==> src/rtl/stage_mm.sv <==
// stage_mm: memory-access pipeline stage.
// Issues loads/stores on a req/ack data-memory port, formats load data
// (byte/half/word, sign/zero extension, little-endian) and owns the MM/WB
// pipeline register. Stalls upstream while an access is outstanding.
// Optional feature macro: MM_MISALIGN_TRAP_EN (trap misaligned half/word
// accesses instead of forcing them aligned).
module stage_mm #(
    parameter int unsigned DATA_W     = 32,
    parameter int unsigned REG_ADDR_W = 5,
    parameter int unsigned ADDR_W     = 32
) (
    input  logic                  clk,
    input  logic                  rst,
    input  logic                  in_valid,
    input  logic                  in_flush,
    input  logic                  in_reg_wr,
    input  logic [REG_ADDR_W-1:0] in_reg_addr_rd,
    input  logic [DATA_W-1:0]     in_alu_res,
    input  logic                  in_mem_rd,
    input  logic                  in_mem_wr,
    input  logic [1:0]            in_mem_size,
    input  logic                  in_mem_unsigned,
    input  logic [DATA_W-1:0]     in_mem_wdata,
    output logic                  stall_out,
    output logic                  dmem_req,
    output logic                  dmem_we,
    output logic [ADDR_W-1:0]     dmem_addr,
    output logic [3:0]            dmem_be,
    output logic [DATA_W-1:0]     dmem_wdata,
    input  logic                  dmem_ack,
    input  logic [DATA_W-1:0]     dmem_rdata,
    output logic                  wb_flush,
    output logic                  wb_reg_wr,
    output logic [REG_ADDR_W-1:0] wb_reg_addr_rd,
    output logic [DATA_W-1:0]     wb_alu_res,
    output logic                  misalign,
    output logic [ADDR_W-1:0]     misalign_addr
);

    typedef enum logic {
        S_IDLE = 1'b0,
        S_WAIT = 1'b1
    } state_e;

    state_e                state_q, state_d;
    logic                  wb_flush_q, wb_flush_d;
    logic                  wb_reg_wr_q, wb_reg_wr_d;
    logic [REG_ADDR_W-1:0] wb_reg_addr_rd_q, wb_reg_addr_rd_d;
    logic [DATA_W-1:0]     wb_alu_res_q, wb_alu_res_d;

    logic                  mem_op;
    logic                  misaligned;
    logic [ADDR_W-1:0]     addr;
    logic [DATA_W-1:0]     rdata_byte_sh;
    logic [DATA_W-1:0]     rdata_half_sh;
    logic [DATA_W-1:0]     load_data;

    // Memory request, byte lanes, store replication and load formatting
    always_comb begin
        addr   = ADDR_W'(in_alu_res);
        mem_op = in_valid & ~in_flush & (in_mem_rd | in_mem_wr);

`ifdef MM_MISALIGN_TRAP_EN
        misaligned = (state_q == S_IDLE) & mem_op &
                     (((in_mem_size == 2'b01) & addr[0]) |
                      (in_mem_size[1] & (addr[1:0] != 2'b00)));
`else
        misaligned = 1'b0;
`endif

        // In WAIT the EX/MM register is held, so addr/be/wdata stay stable
        dmem_req   = (state_q == S_WAIT) | (mem_op & ~misaligned);
        stall_out  = dmem_req & ~dmem_ack;
        dmem_we    = dmem_req & in_mem_wr;
        dmem_addr  = {addr[ADDR_W-1:2], 2'b00};

        dmem_be    = 4'b1111;
        dmem_wdata = in_mem_wdata;
        case (in_mem_size)
            2'b00: begin
                dmem_be    = 4'(4'b0001 << addr[1:0]);
                dmem_wdata = DATA_W'({4{in_mem_wdata[7:0]}});
            end
            2'b01: begin
                dmem_be    = addr[1] ? 4'b1100 : 4'b0011;
                dmem_wdata = DATA_W'({2{in_mem_wdata[15:0]}});
            end
            default: begin
                dmem_be    = 4'b1111;
                dmem_wdata = in_mem_wdata;
            end
        endcase

        rdata_byte_sh = dmem_rdata >> {addr[1:0], 3'b000};
        rdata_half_sh = dmem_rdata >> {addr[1], 4'b0000};
        case (in_mem_size)
            2'b00:   load_data = {{(DATA_W-8){~in_mem_unsigned & rdata_byte_sh[7]}},
                                  rdata_byte_sh[7:0]};
            2'b01:   load_data = {{(DATA_W-16){~in_mem_unsigned & rdata_half_sh[15]}},
                                  rdata_half_sh[15:0]};
            default: load_data = dmem_rdata;
        endcase
    end

    // Next state for the access FSM and the MM/WB register
    always_comb begin
        state_d          = state_q;
        wb_flush_d       = wb_flush_q;
        wb_reg_wr_d      = wb_reg_wr_q;
        wb_reg_addr_rd_d = wb_reg_addr_rd_q;
        wb_alu_res_d     = wb_alu_res_q;

        case (state_q)
            S_IDLE:  if (dmem_req & ~dmem_ack) state_d = S_WAIT;
            S_WAIT:  if (dmem_ack)             state_d = S_IDLE;
            default: state_d = S_IDLE;
        endcase

        if (stall_out) begin
            wb_reg_wr_d = 1'b0;
            wb_flush_d  = 1'b0;
        end else begin
            wb_reg_wr_d      = in_valid & in_reg_wr & ~in_flush & ~misaligned;
            wb_flush_d       = in_valid & in_flush;
            wb_reg_addr_rd_d = in_reg_addr_rd;
            wb_alu_res_d     = in_mem_rd ? load_data : in_alu_res;
        end
    end

`ifdef MM_MISALIGN_TRAP_EN
    logic              misalign_q, misalign_d;
    logic [ADDR_W-1:0] misalign_addr_q, misalign_addr_d;

    // One-cycle trap pulse with the faulting address
    always_comb begin
        misalign_d      = misaligned;
        misalign_addr_d = misaligned ? addr : misalign_addr_q;
    end

    // Trap registers
    always_ff @(posedge clk) begin
        if (rst) begin
            misalign_q      <= 1'b0;
            misalign_addr_q <= '0;
        end else begin
            misalign_q      <= misalign_d;
            misalign_addr_q <= misalign_addr_d;
        end
    end

    assign misalign      = misalign_q;
    assign misalign_addr = misalign_addr_q;
`else
    assign misalign      = 1'b0;
    assign misalign_addr = '0;
`endif

    // FSM state and MM/WB pipeline register
    always_ff @(posedge clk) begin
        if (rst) begin
            state_q          <= S_IDLE;
            wb_flush_q       <= 1'b0;
            wb_reg_wr_q      <= 1'b0;
            wb_reg_addr_rd_q <= '0;
            wb_alu_res_q     <= '0;
        end else begin
            state_q          <= state_d;
            wb_flush_q       <= wb_flush_d;
            wb_reg_wr_q      <= wb_reg_wr_d;
            wb_reg_addr_rd_q <= wb_reg_addr_rd_d;
            wb_alu_res_q     <= wb_alu_res_d;
        end
    end

    assign wb_flush       = wb_flush_q;
    assign wb_reg_wr      = wb_reg_wr_q;
    assign wb_reg_addr_rd = wb_reg_addr_rd_q;
    assign wb_alu_res     = wb_alu_res_q;

endmodule

==> config.mk <==
export PLATFORM = sky130hd
export DESIGN_NAME = stage_mm
export DESIGN_NICKNAME = d
export VERILOG_FILES = /design/src/rtl/stage_mm.sv
export SDC_FILE = /design/constraint.sdc
export NUM_CORES = 1
export LEC_CHECK = 0
export ABC_CLOCK_PERIOD_IN_PS = 3900
export CAP_MARGIN = 20
export CORE_AREA = 2 2 99 101
export DETAILED_ROUTE_END_ITERATION = 16
export DIE_AREA = 0 0 101 103
export PLACE_DENSITY_LB_ADDON = 0.12
export SYNTH_ARGS = -nofsm -noshare
export SYNTH_HDL_FRONTEND = slang
export SYNTH_SLANG_ARGS = --single-unit
==> constraint.sdc <==
create_clock -name clk -period 3.9 [get_ports clk]
set_input_delay 0.39 -clock clk [delete_from_list [all_inputs] [get_ports clk]]
set_output_delay 0.39 -clock clk [all_outputs]
set_load 0.05 [all_outputs]
==> results.py <==
metrics = {
    "power": {
        "leakage_nw": 2.180,
        "p_switching_mw": 0.7302,
        "internal-power_mw": 0.9511,
        "clock_power_share_pct": 21.2,
        "ir_worst_vdd_mv": 0.1862,
        "p_per_area_nw_per_um2": 319.3,
        "combPwrFrac_pct": 51.3,
        "seqPwrFrac_pct": 27.5,
        "switching_share_pct": 43.43,
        "total_power_mw": 1.681,
    },
    "yosys": {
        "ys_seq_area_share_pct": 23.89,
        "yosysWarnings": 0,
        "synth_top_area_share_pct": 23.89,
        "synth_edf_count": 0,
        "synth_area_leader_cell": "dfxtp_1",
        "avgSynthCellArea_um2": 7.777,
        "syn_inst": 431,
        "async_flop_share_pct": 0,
        "syn_area_um2": 3352,
        "synth_area_leaders": "dfxtp_1 (24%), buf_4 (17%), mux2i_1 (7.5%)",
        "synth-seq-cells": 40,
        "synth_flop_cell": "dfxtp_1",
        "synth_cell_types": 40,
    },
    "clocking": {
        "cts_root_buf": "clkbuf_8",
        "cts_resized": 0,
        "h-tree-depth": 2,
        "postCtsHoldBufs": 0,
        "cts.path.max_buffers": 2,
        "clock_sinks": 40,
        "numCtsBuffers": 5,
        "clk_latency_ns": 0.30,
        "post_cts_buffers": 0,
        "cts_tree": "done",
        "clkTransAtPathRegs_ns": 0.09,
    },
    "layout": {
        "layout-drive-gt1-share_pct": 9.715,
        "area_growth_pct": 57.07,
        "antennaDiodeCount": 0,
        "nets": 708,
    },
    "drt": {
        "vias": 3514,
        "first_iter_violations": 143,
        "viasPerCell": 4.942,
        "drtAntennaViolNets": 0,
        "post_drt_wl_per_cell_um": 16.23,
        "routed_wl_um": 11540,
        "drtPass1Iterations": 4,
        "drc_errors": 0,
    },
    "sta": {
        "finalHoldViolations": 0,
        "fin_crit_sh_pct": 78.66,
        "slew_violations": 0,
        "max_slew_margin_pct": 54.26,
        "worstMarginPinSlew_ns": 0.6858,
        "fin_crit_ns": 3.068,
        "rsz0062_at_grt": "no",
        "setup_violations": 0,
        "final.setup.tns_ns": 0,
        "fin_worst_skew_ns": 0.009191,
        "fmax_ghz": 0.3260,
    },
    "critical_path": {
        "cp.required_ns": 3.51,
        "critPathLaunchType": "input pin",
        "critical_path_arrival_ns": 2.68,
        "criticalPathCategory": "in -> out",
        "worstPathMaxFanout": 11,
        "endpoint_kind": "primary output",
    },
    "floorplan": {
        "coreArea_um2": 9459,
        "initial_core_util_pct": 35.44,
        "die-width_um": 101,
        "pin_count": 255,
        "dieArea_um2": 10400,
        "rows": 36,
        "fp.dieH_um": 103,
    },
    "global_route": {
        "antenna_found_initial": 0,
        "grt_usage_pct": 20.78,
        "grt_pass1_wl_um": 16940,
        "grt_remaining_overflow": 0,
        "grt_pass1_vias": 3354,
        "grt_max_degree": 45,
    },
    "hold_path": {
        "hold_path_class": "reg -> reg",
    },
    "flow_run": {
        "maxCapViolations": 0,
    },
    "run_status": {
        "status": "completed",
    },
    "placement": {
        "hpwl_um": 9057,
        "routabilityCongestion": 0.7853,
        "numPortBuffers": 219,
    },
}
## power groups by stage
stage / Clock (mW) / Sequential (mW) / Combinational [mW]
floorplan: 0 / 0.596 / 0.476
global placement: 0 / 0.471 / 0.862
detailed placement: 0 / 0.472 / 0.865
CTS: 0.369 / 0.463 / 0.868
global route: 0.385 / 0.467 / 0.906
finish: 0.356 / 0.463 / 0.863
## state kept, by name, indices dropped and copies added (netlist names)
register and count:
wb_alu_res 32, wb_flush 1, state_q 1, wb_reg_addr_rd 5, wb_reg_wr 1
## cell type report
class	count	area [um^2]
clock buffers	5	68.82
clock inverters	3	47.55
fillers	859	4194
inverters	7	28.78
multi-input cells	315	1942
flip-flops and latches	40	800.8
well taps	114	142.6
repair buffers	227	2235
## stage by stage
step           cell area, um^2  setup WS (ns)  hold WS (ns)  utilization [%]  instances
2_1_floorplan             3480          1.307        0.5305                -        465
3_3_place_gp              5149         0.8625        0.4376            54.43        703
3_5_place_dp              5149         0.8260        0.4428            54.43        703
4_1_cts                   5265         0.8163        0.4564            55.66        711
5_1_grt                   5265         0.6547        0.4870            55.66        711
6_report                  5265         0.8321        0.4541            55.66        711
## kinds of logic (layout without fill, tap and decap cells)
group,count (synthesis),after routing,synth area share (%)
other cells,1,35,0.1119
mux,44,44,13.85
simple gates,147,147,19.37
compound gates,89,89,20.72
flops,40,40,23.89
buf+inv,110,242,22.06
## cells in the final DEF (no fill, tap or decap), types with 6 or more instances in the layout
cell               n
a211oi_1           6
a21oi_1           24
buf_4              9
clkdlybuf4s50_1  215
conb_1            35
dfxtp_1           40
inv_1              6
mux2_2            19
mux2i_1           25
nand2_1           40
nand3_1           10
nor2_1            62
nor2b_1           10
nor3_1            10
o21ai_0           14
o22ai_1            8
o22ai_2            9
## worst max-delay path: stages
cell and delay, ns:
clkdlybuf4s50_1 0.59, nor2_1 0.58, mux2_2 0.41, clkdlybuf4s50_1 0.70
## layer usage
metal  part of all wire, %  track usage (%)  vias up
met2                    52            38.62      175
met5                     0                0        -
li1                      -                -     1721
met1                    38            24.20     1607
met3                   8.5            4.542       11
met4                   1.4            5.301        0
## path summary, 6_finish.rpt
path                startpoint           endpoint  slack, ns  cells past startpoint
min          wb_reg_addr_rd[4]  wb_reg_addr_rd[4]       0.45                      2
max             in_mem_size[0]     dmem_wdata[11]       0.83                      4
min reg2reg  wb_reg_addr_rd[4]  wb_reg_addr_rd[4]       0.45                      2
max reg2reg            state_q     wb_alu_res[26]       2.21                      5
## Yosys cell counts (2+ instances only)
master,n
a211oi_1,6
a21o_1,2
a21oi_1,24
a311oi_1,5
and2_1,2
and3_1,2
buf_1,6
buf_2,7
buf_4,74
buf_6,5
clkbuf_1,11
dfxtp_1,40
inv_1,6
mux2_2,19
mux2i_1,25
nand2_1,40
nand2b_1,6
nand3_1,10
nor2_1,62
nor2b_1,10
nor3_1,10
nor3b_1,2
o21ai_0,14
o22ai_1,8
o22ai_2,9
o311ai_0,5
o41ai_1,5
o41ai_2,4
(Power assumes the default switching activity.)
